[src/rtl/operand_fetch_pkg.sv]
`default_nettype none
// ============================================================================
//  Module      : cpu_pkg  (shared CPU package, lives with operand_fetch)
//  Description : Register-file-wide constants and types shared by the
//                operand fetch stage, its interface and its operand slots.
//                Also provides the writeback forwarding match helper.
//  Revision    : 1.0  initial release
// ============================================================================
package cpu_pkg;

    localparam int REG_ADDR_W     = 5;
    localparam int DEFAULT_DATA_W = 64;

    typedef logic [REG_ADDR_W-1:0] reg_addr_t;

    // X31 reads as zero and is never a forwarding target.
    localparam reg_addr_t XZR = 5'd31;

    // True when a writeback to wbAddr must replace the value read for src.
    function automatic logic fwdHit(input logic      wbEn,
                                    input reg_addr_t wbAddr,
                                    input reg_addr_t src);
        return wbEn && (wbAddr == src) && (src != XZR);
    endfunction

endpackage : cpu_pkg
`default_nettype wire

[src/rtl/operand_fetch_if.sv]
`default_nettype none
// ============================================================================
//  Module      : operand_fetch_if
//  Description : Bundle of every non-clock connection of operand_fetch:
//                upstream request handshake, register file read port,
//                writeback snoop bus and downstream operand handshake.
//  Modports    : slave  - the operand fetch stage itself
//                master - the surrounding pipeline / register file
//  Revision    : 1.0  initial release
// ============================================================================
interface operand_fetch_if
    import cpu_pkg::*;
#(
    parameter int DATA_W = DEFAULT_DATA_W,
    parameter int CTRL_W = 32
) ();

    // Upstream request
    logic              flush;
    logic              in_valid;
    logic              in_ready;
    reg_addr_t         in_rn;
    reg_addr_t         in_rm;
    logic [CTRL_W-1:0] in_ctrl;

    // Register file read port (data arrives one cycle after the address)
    reg_addr_t         RegAddr1;
    reg_addr_t         RegAddr2;
    logic [DATA_W-1:0] ReadData1;
    logic [DATA_W-1:0] ReadData2;

    // Writeback bus, identical to the register file write port
    logic              wb_en;
    reg_addr_t         wb_addr;
    logic [DATA_W-1:0] wb_data;

    // Downstream operands
    logic              out_valid;
    logic              out_ready;
    logic [DATA_W-1:0] out_op1;
    logic [DATA_W-1:0] out_op2;
    logic [CTRL_W-1:0] out_ctrl;
    reg_addr_t         out_rn;
    reg_addr_t         out_rm;

    modport slave (
        input  flush, in_valid, in_rn, in_rm, in_ctrl,
        input  ReadData1, ReadData2,
        input  wb_en, wb_addr, wb_data,
        input  out_ready,
        output in_ready, RegAddr1, RegAddr2,
        output out_valid, out_op1, out_op2, out_ctrl, out_rn, out_rm
    );

    modport master (
        output flush, in_valid, in_rn, in_rm, in_ctrl,
        output ReadData1, ReadData2,
        output wb_en, wb_addr, wb_data,
        output out_ready,
        input  in_ready, RegAddr1, RegAddr2,
        input  out_valid, out_op1, out_op2, out_ctrl, out_rn, out_rm
    );

endinterface : operand_fetch_if
`default_nettype wire

[src/rtl/operand_fetch_slot.sv]
`default_nettype none
// ============================================================================
//  Module      : operand_slot
//  Description : One source operand of the operand fetch stage: same-edge
//                bypass flag/data, stall hold register with writeback snoop,
//                and the X31-zeroing output mux.
//  Config      : OPERAND_FETCH_BYPASS_EN - when undefined, bypass and snoop
//                are disabled and the operand is the raw register file value.
//  Ports       : clk, reset      clock, synchronous active-high reset
//                i_accept        new entry captured at this edge
//                i_stallHold     entry held and not transferring this edge
//                i_fresh         i_readData belongs to the held entry
//                i_srcIn         source index of the incoming request
//                i_srcHeld       source index of the held entry
//                i_wbEn/Addr/Data writeback bus
//                i_readData      registered register file data
//                o_op            operand presented to execute
//  Revision    : 1.0  initial release
// ============================================================================
module operand_slot
    import cpu_pkg::*;
#(
    parameter int DATA_W = DEFAULT_DATA_W
) (
    input  logic              clk,
    input  logic              reset,
    input  logic              i_accept,
    input  logic              i_stallHold,
    input  logic              i_fresh,
    input  reg_addr_t         i_srcIn,
    input  reg_addr_t         i_srcHeld,
    input  logic              i_wbEn,
    input  reg_addr_t         i_wbAddr,
    input  logic [DATA_W-1:0] i_wbData,
    input  logic [DATA_W-1:0] i_readData,
    output logic [DATA_W-1:0] o_op
);

    logic              r_byp;
    logic [DATA_W-1:0] r_bypData;
    logic [DATA_W-1:0] r_hold;
    logic              w_bypHit;
    logic              w_snoopHit;

`ifdef OPERAND_FETCH_BYPASS_EN
    // The register file returns the pre-write value when a write and a read
    // of the same register share an edge, so that write is captured here.
    assign w_bypHit   = fwdHit(i_wbEn, i_wbAddr, i_srcIn);
    // While stalled, later writes to the held source must update the hold.
    assign w_snoopHit = fwdHit(i_wbEn, i_wbAddr, i_srcHeld);
`else
    logic w_unusedWb;
    assign w_bypHit   = 1'b0;
    assign w_snoopHit = 1'b0;
    assign w_unusedWb = ^{i_wbEn, i_wbAddr, i_srcIn};
`endif

    always_ff @(posedge clk) begin
        if (reset) begin
            r_byp     <= 1'b0;
            r_bypData <= '0;
            r_hold    <= '0;
        end else begin
            if (i_accept) begin
                r_byp     <= w_bypHit;
                r_bypData <= i_wbData;
            end
            // Hold tracks the presented operand on every stalled edge so the
            // value stays correct once ReadData moves on.
            if (i_stallHold) begin
                r_hold <= w_snoopHit ? i_wbData : o_op;
            end
        end
    end

    always_comb begin
        o_op = '0;
        if (i_srcHeld == XZR) begin
            o_op = '0;
        end else if (i_fresh) begin
            o_op = r_byp ? r_bypData : i_readData;
        end else begin
            o_op = r_hold;
        end
    end

endmodule : operand_slot
`default_nettype wire

[src/rtl/operand_fetch.sv]
`default_nettype none
// ============================================================================
//  Module      : operand_fetch
//  Description : Decode-to-execute operand fetch stage behind a 32x64
//                register file with registered read data. Holds one entry
//                under valid/ready, drives the read addresses, forwards
//                same-edge and in-stall writebacks and zeroes X31 operands.
//                Accept at edge E, operands valid during cycle E+1,
//                one entry per cycle throughput.
//  Config      : OPERAND_FETCH_BYPASS_EN enables writeback forwarding
//                (default: disabled, raw register file operands).
//  Ports       : clk    clock
//                reset  synchronous active-high reset
//                bus    operand_fetch_if.slave (request, regfile read port,
//                       writeback bus, operand output handshake)
//  Revision    : 1.0  initial release
// ============================================================================
module operand_fetch
    import cpu_pkg::*;
#(
    parameter int DATA_W = DEFAULT_DATA_W,
    parameter int CTRL_W = 32
) (
    input  logic            clk,
    input  logic            reset,
    operand_fetch_if.slave  bus
);

    logic              r_outValid;
    logic              r_fresh;
    logic [CTRL_W-1:0] r_outCtrl;
    reg_addr_t         r_outRn;
    reg_addr_t         r_outRm;

    logic              w_inReady;
    logic              w_accept;
    logic              w_transfer;
    logic              w_stallHold;
    logic [DATA_W-1:0] w_op1;
    logic [DATA_W-1:0] w_op2;

    assign w_inReady   = !bus.flush && (!r_outValid || bus.out_ready);
    assign w_accept    = bus.in_valid && w_inReady;
    assign w_transfer  = r_outValid && bus.out_ready;
    assign w_stallHold = r_outValid && !w_transfer;

    // Idle cycles keep re-reading the held sources; harmless and keeps the
    // address stable for the register file.
    assign bus.RegAddr1 = w_accept ? bus.in_rn : r_outRn;
    assign bus.RegAddr2 = w_accept ? bus.in_rm : r_outRm;

    always_ff @(posedge clk) begin
        if (reset) begin
            r_outValid <= 1'b0;
            r_fresh    <= 1'b0;
            r_outCtrl  <= '0;
            r_outRn    <= '0;
            r_outRm    <= '0;
        end else begin
            // ReadData only belongs to the entry in the cycle after accept.
            r_fresh <= w_accept;
            if (bus.flush) begin
                r_outValid <= 1'b0;
            end else if (w_accept) begin
                r_outValid <= 1'b1;
                r_outCtrl  <= bus.in_ctrl;
                r_outRn    <= bus.in_rn;
                r_outRm    <= bus.in_rm;
            end else if (w_transfer) begin
                r_outValid <= 1'b0;
            end
        end
    end

    operand_slot #(.DATA_W(DATA_W)) u_slot1 (
        .clk         (clk),
        .reset       (reset),
        .i_accept    (w_accept),
        .i_stallHold (w_stallHold),
        .i_fresh     (r_fresh),
        .i_srcIn     (bus.in_rn),
        .i_srcHeld   (r_outRn),
        .i_wbEn      (bus.wb_en),
        .i_wbAddr    (bus.wb_addr),
        .i_wbData    (bus.wb_data),
        .i_readData  (bus.ReadData1),
        .o_op        (w_op1)
    );

    operand_slot #(.DATA_W(DATA_W)) u_slot2 (
        .clk         (clk),
        .reset       (reset),
        .i_accept    (w_accept),
        .i_stallHold (w_stallHold),
        .i_fresh     (r_fresh),
        .i_srcIn     (bus.in_rm),
        .i_srcHeld   (r_outRm),
        .i_wbEn      (bus.wb_en),
        .i_wbAddr    (bus.wb_addr),
        .i_wbData    (bus.wb_data),
        .i_readData  (bus.ReadData2),
        .o_op        (w_op2)
    );

    assign bus.in_ready  = w_inReady;
    assign bus.out_valid = r_outValid;
    assign bus.out_op1   = w_op1;
    assign bus.out_op2   = w_op2;
    assign bus.out_ctrl  = r_outCtrl;
    assign bus.out_rn    = r_outRn;
    assign bus.out_rm    = r_outRm;

endmodule : operand_fetch
`default_nettype wire

[src/flat_wrapper.sv]
// flat-port wrapper written by rule: the top's interface ports become plain ports
module operand_fetch_flat import cpu_pkg::*;
#(
    parameter int DATA_W = DEFAULT_DATA_W,
    parameter int CTRL_W = 32
)
  (clk, reset, bus_flush, bus_in_valid, bus_in_rn, bus_in_rm, bus_in_ctrl, bus_ReadData1, bus_ReadData2, bus_wb_en, bus_wb_addr, bus_wb_data, bus_out_ready, bus_in_ready, bus_RegAddr1, bus_RegAddr2, bus_out_valid, bus_out_op1, bus_out_op2, bus_out_ctrl, bus_out_rn, bus_out_rm);
  operand_fetch_if #(.DATA_W(DATA_W), .CTRL_W(CTRL_W)) bus_i ();
  input  logic clk;
  input  logic reset;
  input wire logic [$bits(bus_i.flush)-1:0] bus_flush;
  input wire logic [$bits(bus_i.in_valid)-1:0] bus_in_valid;
  input wire logic [$bits(bus_i.in_rn)-1:0] bus_in_rn;
  input wire logic [$bits(bus_i.in_rm)-1:0] bus_in_rm;
  input wire logic [$bits(bus_i.in_ctrl)-1:0] bus_in_ctrl;
  input wire logic [$bits(bus_i.ReadData1)-1:0] bus_ReadData1;
  input wire logic [$bits(bus_i.ReadData2)-1:0] bus_ReadData2;
  input wire logic [$bits(bus_i.wb_en)-1:0] bus_wb_en;
  input wire logic [$bits(bus_i.wb_addr)-1:0] bus_wb_addr;
  input wire logic [$bits(bus_i.wb_data)-1:0] bus_wb_data;
  input wire logic [$bits(bus_i.out_ready)-1:0] bus_out_ready;
  output wire logic [$bits(bus_i.in_ready)-1:0] bus_in_ready;
  output wire logic [$bits(bus_i.RegAddr1)-1:0] bus_RegAddr1;
  output wire logic [$bits(bus_i.RegAddr2)-1:0] bus_RegAddr2;
  output wire logic [$bits(bus_i.out_valid)-1:0] bus_out_valid;
  output wire logic [$bits(bus_i.out_op1)-1:0] bus_out_op1;
  output wire logic [$bits(bus_i.out_op2)-1:0] bus_out_op2;
  output wire logic [$bits(bus_i.out_ctrl)-1:0] bus_out_ctrl;
  output wire logic [$bits(bus_i.out_rn)-1:0] bus_out_rn;
  output wire logic [$bits(bus_i.out_rm)-1:0] bus_out_rm;
  assign bus_i.flush = bus_flush;
  assign bus_i.in_valid = bus_in_valid;
  assign bus_i.in_rn = bus_in_rn;
  assign bus_i.in_rm = bus_in_rm;
  assign bus_i.in_ctrl = bus_in_ctrl;
  assign bus_i.ReadData1 = bus_ReadData1;
  assign bus_i.ReadData2 = bus_ReadData2;
  assign bus_i.wb_en = bus_wb_en;
  assign bus_i.wb_addr = bus_wb_addr;
  assign bus_i.wb_data = bus_wb_data;
  assign bus_i.out_ready = bus_out_ready;
  assign bus_in_ready = bus_i.in_ready;
  assign bus_RegAddr1 = bus_i.RegAddr1;
  assign bus_RegAddr2 = bus_i.RegAddr2;
  assign bus_out_valid = bus_i.out_valid;
  assign bus_out_op1 = bus_i.out_op1;
  assign bus_out_op2 = bus_i.out_op2;
  assign bus_out_ctrl = bus_i.out_ctrl;
  assign bus_out_rn = bus_i.out_rn;
  assign bus_out_rm = bus_i.out_rm;
  operand_fetch #(.DATA_W(DATA_W), .CTRL_W(CTRL_W)) u_core (.clk(clk), .reset(reset), .bus(bus_i));
endmodule
[config.mk]
export PLATFORM = sky130hd
export DESIGN_NAME = operand_fetch_flat
export DESIGN_NICKNAME = d
export VERILOG_FILES = /design/src/rtl/operand_fetch_pkg.sv /design/src/rtl/operand_fetch_if.sv /design/src/rtl/operand_fetch_slot.sv /design/src/rtl/operand_fetch.sv /design/src/flat_wrapper.sv
export SDC_FILE = /design/constraint.sdc
export NUM_CORES = 1
export LEC_CHECK = 0
export BUFFER_PORTS_ARGS = -buffer_cell sky130_fd_sc_hd__buf_2
export CAP_MARGIN = 20
export CORE_AREA = 2 2 167 169
export DETAILED_ROUTE_END_ITERATION = 7
export DIE_AREA = 0 0 169 171
export GPL_TIMING_DRIVEN = 0
export HOLD_SLACK_MARGIN = 0.15
export PLACE_DENSITY = 0.7
export SLEW_MARGIN = 25
export SYNTH_ARGS = -nofsm -noshare
export SYNTH_HDL_FRONTEND = slang
export SYNTH_SLANG_ARGS = --single-unit
[constraint.sdc]
create_clock -name clk -period 1.92 [get_ports clk]
set_input_delay 0.288 -clock clk [delete_from_list [all_inputs] [get_ports clk]]
set_output_delay 0.288 -clock clk [all_outputs]
set_load 0.05 [all_outputs]
Word-level counts from Yosys, hierarchy flattened
Index checks and enable logic that the tools add are counted.
{ "totals": {"ff_bits": 172, "latchBits": 0, "ramBits": 0, "romBits": 0, "input_bits": 245, "elab_cells": 29, "n_memories": 0} }
{ "op_classes": {"add_sub_neg": 0, "multipliers": 0, "div": 0, "order_cmp": 0, "eq_ne": 2, "n_shift": 0, "n_mux": 8, "bitwise_logic": 1, "reduce_logical": 11} }
{ "ops": {"columns": ["op", "count"], "rows": [
  ["$mux W64", 4],
  ["$eq A5 B5 Y1 const B", 2],
  ["$mux W5", 2],
  ["$logic_and A1 B1 Y1", 4],
  ["$logic_not A1 Y1", 3],
  ["$mux W1", 2],
  ["$reduce_and A2 Y1", 1],
  ["$reduce_bool A2 Y1", 1],
  ["$reduce_or A2 Y1", 1],
  ["$logic_or A1 B1 Y1", 1],
  ["$not A1 Y1", 1]
]} }

Depth between registers and ports, before layout
{ "depth": {"ltp_word": 5, "depth_mapped": 6, "depth_no_buf": 3} }

Cells and area by module
Synthesis repeated with hierarchy kept, for this count alone.
{ "unflattened": {"cells_unflattened": 1063, "area_unflattened_um2": 9339.0} }
{ "modules_own_cells": {"columns": ["module", "n_inst", "cells_per_inst", "area_per_inst_um2"], "rows": [
  ["operand_slot", 2, 431, 3611.0],
  ["operand_fetch", 1, 201, 2117.0]
]} }

Worst setup path before layout
No wires, ideal clock.
{ "synth_path": {"path_type": "register to output", "start": "register u_core.r_outRm[0] (netlist: u_core.bus.out_rm[0])", "end": "output bus_out_op2[43]", "t_arrival_ns": 1.795, "t_required_ns": 1.632, "slack_ns": -0.163, "path_stages_with_launch": 6, "cell_sequence": "dfxtp_1 > nand3_1 > nor2_1 > buf_2 > buf_1 > nor2_1"} }
{ "synth_via": {"elab_chain_len": 2} }
{ "synth_rtl": {"columns": ["item", "line", "text"], "rows": [
  ["start: declaration", "operand_fetch.sv:33", "reg_addr_t r_outRm;"],
  ["start signal: assignment", "operand_fetch.sv:68", "r_outRm <= bus.in_rm;"],
  ["$eq A5 B5 Y1", "operand_fetch_slot.sv:78", "if (i_srcHeld == XZR) begin"],
  ["$mux W64", "operand_fetch_slot.sv:78", null],
  ["end: declaration", "flat_wrapper.sv:27", "output wire logic [$bits(bus_i.out_op2)-1:0] bus_out_op2;"]
]} }
No other way between the ends.

Worst setup path in the final report
{ "layout_path": {"start": "register u_core.r_fresh", "end": "output bus_out_op2[14]"} }
{ "layout_via": {"elab_chain_len": 2} }
{ "layout_rtl": {"columns": ["item", "line", "text"], "rows": [
  ["start: declaration", "operand_fetch.sv:30", "logic r_fresh;"],
  ["start signal: assignment", "operand_fetch.sv:61", "r_fresh <= w_accept;"],
  ["$mux W64", "operand_fetch_slot.sv:80", "end else if (i_fresh) begin"],
  ["$mux W64", "operand_fetch_slot.sv:78", null]
]} }
No other way between the ends.

==> impl_metrics.env <==
export IMPL_violations="setup timing"
export IMPL_hold_path_class="in2reg"
export IMPL_synth_simple_area_share=0.239
export IMPL_slew_viol_final=0
export IMPL_num_io_pins=427
export IMPL_hpwl_mm=25.6
export IMPL_start_util=0.348
export IMPL_synth_xor_area_frac=0
export IMPL_required_ns=1.63
export IMPL_multi_input_area_mm2=0.00663
export IMPL_finalSetupTns_ns=-9.34
export IMPL_syn_area_per_cell_um2=8.60
export IMPL_yosysWarnings=0
export IMPL_dieWidth_um=169
export IMPL_dp_cells=1806
export IMPL_synthMuxAreaShare=0.135
export IMPL_drive_gt1_frac=0.472
export IMPL_grt_usage=0.259
export IMPL_top_layer_used="met5"
export IMPL_syn_area_mm2=0.00952
export IMPL_wl_met2_mm=20.6
export IMPL_syn_to_final_growth_pct=74.8
export IMPL_setup_ws_ns=-0.125
export IMPL_grt_max_degree=20
export IMPL_grt_pass1_wl_mm=59.6
export IMPL_instances_no_fill=1964
export IMPL_final_cell_mix="227 x buf_2, 160 x dfxtp_1, 146 x buf_6"
export IMPL_ys_seq_elements=172
export IMPL_cp_max_fo=10
export IMPL_worstSetupStartpointType="flip-flop"
export IMPL_pwr_share_comb=0.223
export IMPL_irDropWorstVdd_v=0.000524
export IMPL_synth_seq_area_share=0.362
export IMPL_drt_first_pass_iters=5
export IMPL_mostFrequentLayoutCell="buf_2"
export IMPL_clk_path_buf_depth=2
export IMPL_portBuffers=353
export IMPL_synth_compound_area_frac=0.186
export IMPL_p_clk_frac=0.387
export IMPL_preCtsSetupSlack_ns=-0.500
export IMPL_vias=11400
export IMPL_arrival_ns=1.76
export IMPL_antennaDiodeCount=0
export IMPL_slowest_stage="dfxtp_4"
export IMPL_relSlewSlack=0.378
export IMPL_rows=61
export IMPL_cts_sinks=172
export IMPL_wl_met1_mm=15.8
export IMPL_antenna_found_initial=3
export IMPL_ant_nets=0
export IMPL_seqCellArea_mm2=0.00348
export IMPL_setup_viol=128
export IMPL_synthAdderAreaFrac=0
export IMPL_drv_cap=0
export IMPL_syn_num_nets=1352
export IMPL_placed_area_mm2=0.0120
export IMPL_clock_fmax_ghz=0.489
export IMPL_p_sw_frac=0.314
export IMPL_dr_first_iter_drc_count=1193
export IMPL_internal_power_w=0.00644
export IMPL_min_period_over_period=1.07
export IMPL_leakage_nw=6.19
export IMPL_hold_viol=0
export IMPL_power_w=0.00938
export IMPL_endpoint_kind="output pin"
export IMPL_skew_ns=0.0182
export IMPL_seq_power_share=0.390
export IMPL_layout_nets=1852
export IMPL_synth_cell_types=24
export IMPL_status="finished with violations"
export IMPL_n_fill_cell=2061
export IMPL_grt_pass1_vias=11100
export IMPL_wire_per_inst_um=20.9
export IMPL_synth_top_family_by_area="simple AND/OR/NAND/NOR gates"
export IMPL_wl_met3_mm=3.08
export IMPL_core_mm2=0.0273
export IMPL_fin_crit_ns=2.04
export IMPL_syn_inst=1107
export IMPL_power_density_mw_per_mm2=564
export IMPL_clk_pin_slew_worst_paths_ns=0.08
export IMPL_crit_type="reg2out"
export IMPL_grt_ovfl_total=0
export IMPL_drc=0
export IMPL_crit_top_cell="buf_12"
export IMPL_timing_critical_path_cells="buf_12 > clkbuf_16 > buf_12 > mux2i_4 > nor2_4 > buf_8"
export IMPL_die_h_um=171
export IMPL_gp_congestion=0.899
export IMPL_routed_wirelength_mm=41.0
export IMPL_worstMarginPinSlew_ns=0.933
export IMPL_cts_made_buffers=17
export IMPL_p_switching_w=0.00294
export IMPL_cts_tree="done"
export IMPL_htree_levels=4
export IMPL_via_per_inst=5.78
export IMPL_design_area_mm2=0.0166
export IMPL_clockRootBuffer="clkbuf_16"
export IMPL_clk_latency_ns=0.43
export IMPL_dieArea_mm2=0.0289
export IMPL_rsz0062_at_grt="true"
export IMPL_max_stage_delay_ns=0.38
-- what timing repair did --
item                       4_1_cts  5_1_grt
hold buffers                    71        0
setup endpoints to repair      200      169
hold endpoints to repair        71        0
gates cloned                    11        9
buffers inserted                35        6
gates resized for setup        526      131
pin swaps                       30        9
-- flip-flops by register name (all words and copies together) (netlist names) --
name	count
u_core.u_slot1.r_hold	64
u_core.u_slot2.r_hold	64
u_core.bus.out_ctrl	32
u_core.bus.out_rm	5
u_core.bus.out_rn	5
u_core.bus.out_valid	1
u_core.r_fresh	1
-- layer usage --
metal | vias up | GRT usage
li1 | 5103 | -
met1 | 5497 | 0.309
met2 | 626 | 0.451
met3 | 128 | 0.0546
met4 | 4 | 0.115
met5 | - | 0
-- logic make-up (layout without fill, tap and decap cells) --
| logic type | count (synthesis) | count (layout) |
|---|---|---|
| AND/OR/NAND/NOR | 445 | 445 |
| flip-flops | 172 | 172 |
| buffers and inverters | 147 | 658 |
| multiplexers | 128 | 128 |
| AO/OA/AOI/OAI | 215 | 215 |
-- Yosys cell counts --
cell type  number  area [um2]
inv_1           2        7.51
o31ai_4         2        42.5
nand2_1        12        45.0
nand3_1       128         641
a21oi_1        42         210
buf_6          13         146
buf_2          33         165
clkinv_1        2        7.51
mux2i_1       128        1280
buf_4          15         113
dfxtp_1       172        3440
a211oi_1        1        7.51
nand4_1        42         263
nor4_1          1        6.26
or3b_2          2        17.5
o32ai_1       118        1030
nor2b_1         1        6.26
o31ai_1        42         315
nand3b_1        1        7.51
buf_1           9        33.8
clkbuf_1       73         274
nand2b_1      127         795
o32ai_2        10         163
nor2_1        131         492
-- power groups by stage --
stage	sequential (W)	clock [W]	combinational (W)
after floorplan	0.00388	0	0.000849
after global placement	0.00374	0	0.00151
after detailed placement	0.00374	0	0.00152
after CTS	0.00366	0.00366	0.00194
after global routing	0.00366	0.00382	0.00218
final	0.00366	0.00362	0.00209
-- through the flow --
step | hold WS, ns | utilization
after floorplan | 0.438 | -
after global placement | 0.453 | 0.438
after detailed placement | 0.460 | 0.438
after CTS | 0.150 | 0.579
after global routing | 0.153 | 0.609
final | 0.166 | 0.609
-- worst max-delay path: cells and delay by family (launching register included) --
kind                   cells  cell delay [ns]
buffers and inverters      4             0.60
flip-flops                 1             0.38
multiplexers               1             0.28
AND/OR/NAND/NOR            1             0.07
-- cell type report --
| class | count | share of cell area |
|---|---|---|
| multi-input combinational | 788 | 0.399 |
| timing repair buffer | 485 | 0.255 |
| sequential | 172 | 0.209 |
| buffer | 139 | 0.0746 |
| clock buffer | 18 | 0.0264 |
| tap | 346 | 0.0260 |
| clock inverter | 12 | 0.00910 |
| inverter | 4 | 0.00120 |
-- final timing paths --
| check | cells after the start | endpoint | from | slack (ns) |
|---|---|---|---|---|
| worst max-delay path | 6 | bus_out_op2[14] | u_core.r_fresh | -0.12 |
| worst min register to register | 2 | u_core.bus.out_ctrl[9] | u_core.bus.out_ctrl[9] | 0.47 |
| worst min-delay path | 3 | u_core.u_slot1.r_hold[40] | bus_ReadData1[40] | 0.17 |
| worst max register to register | 8 | u_core.u_slot1.r_hold[38] | u_core.bus.out_rn[0] | 0.01 |
Note: power is estimated with default switching activity, not from simulation.
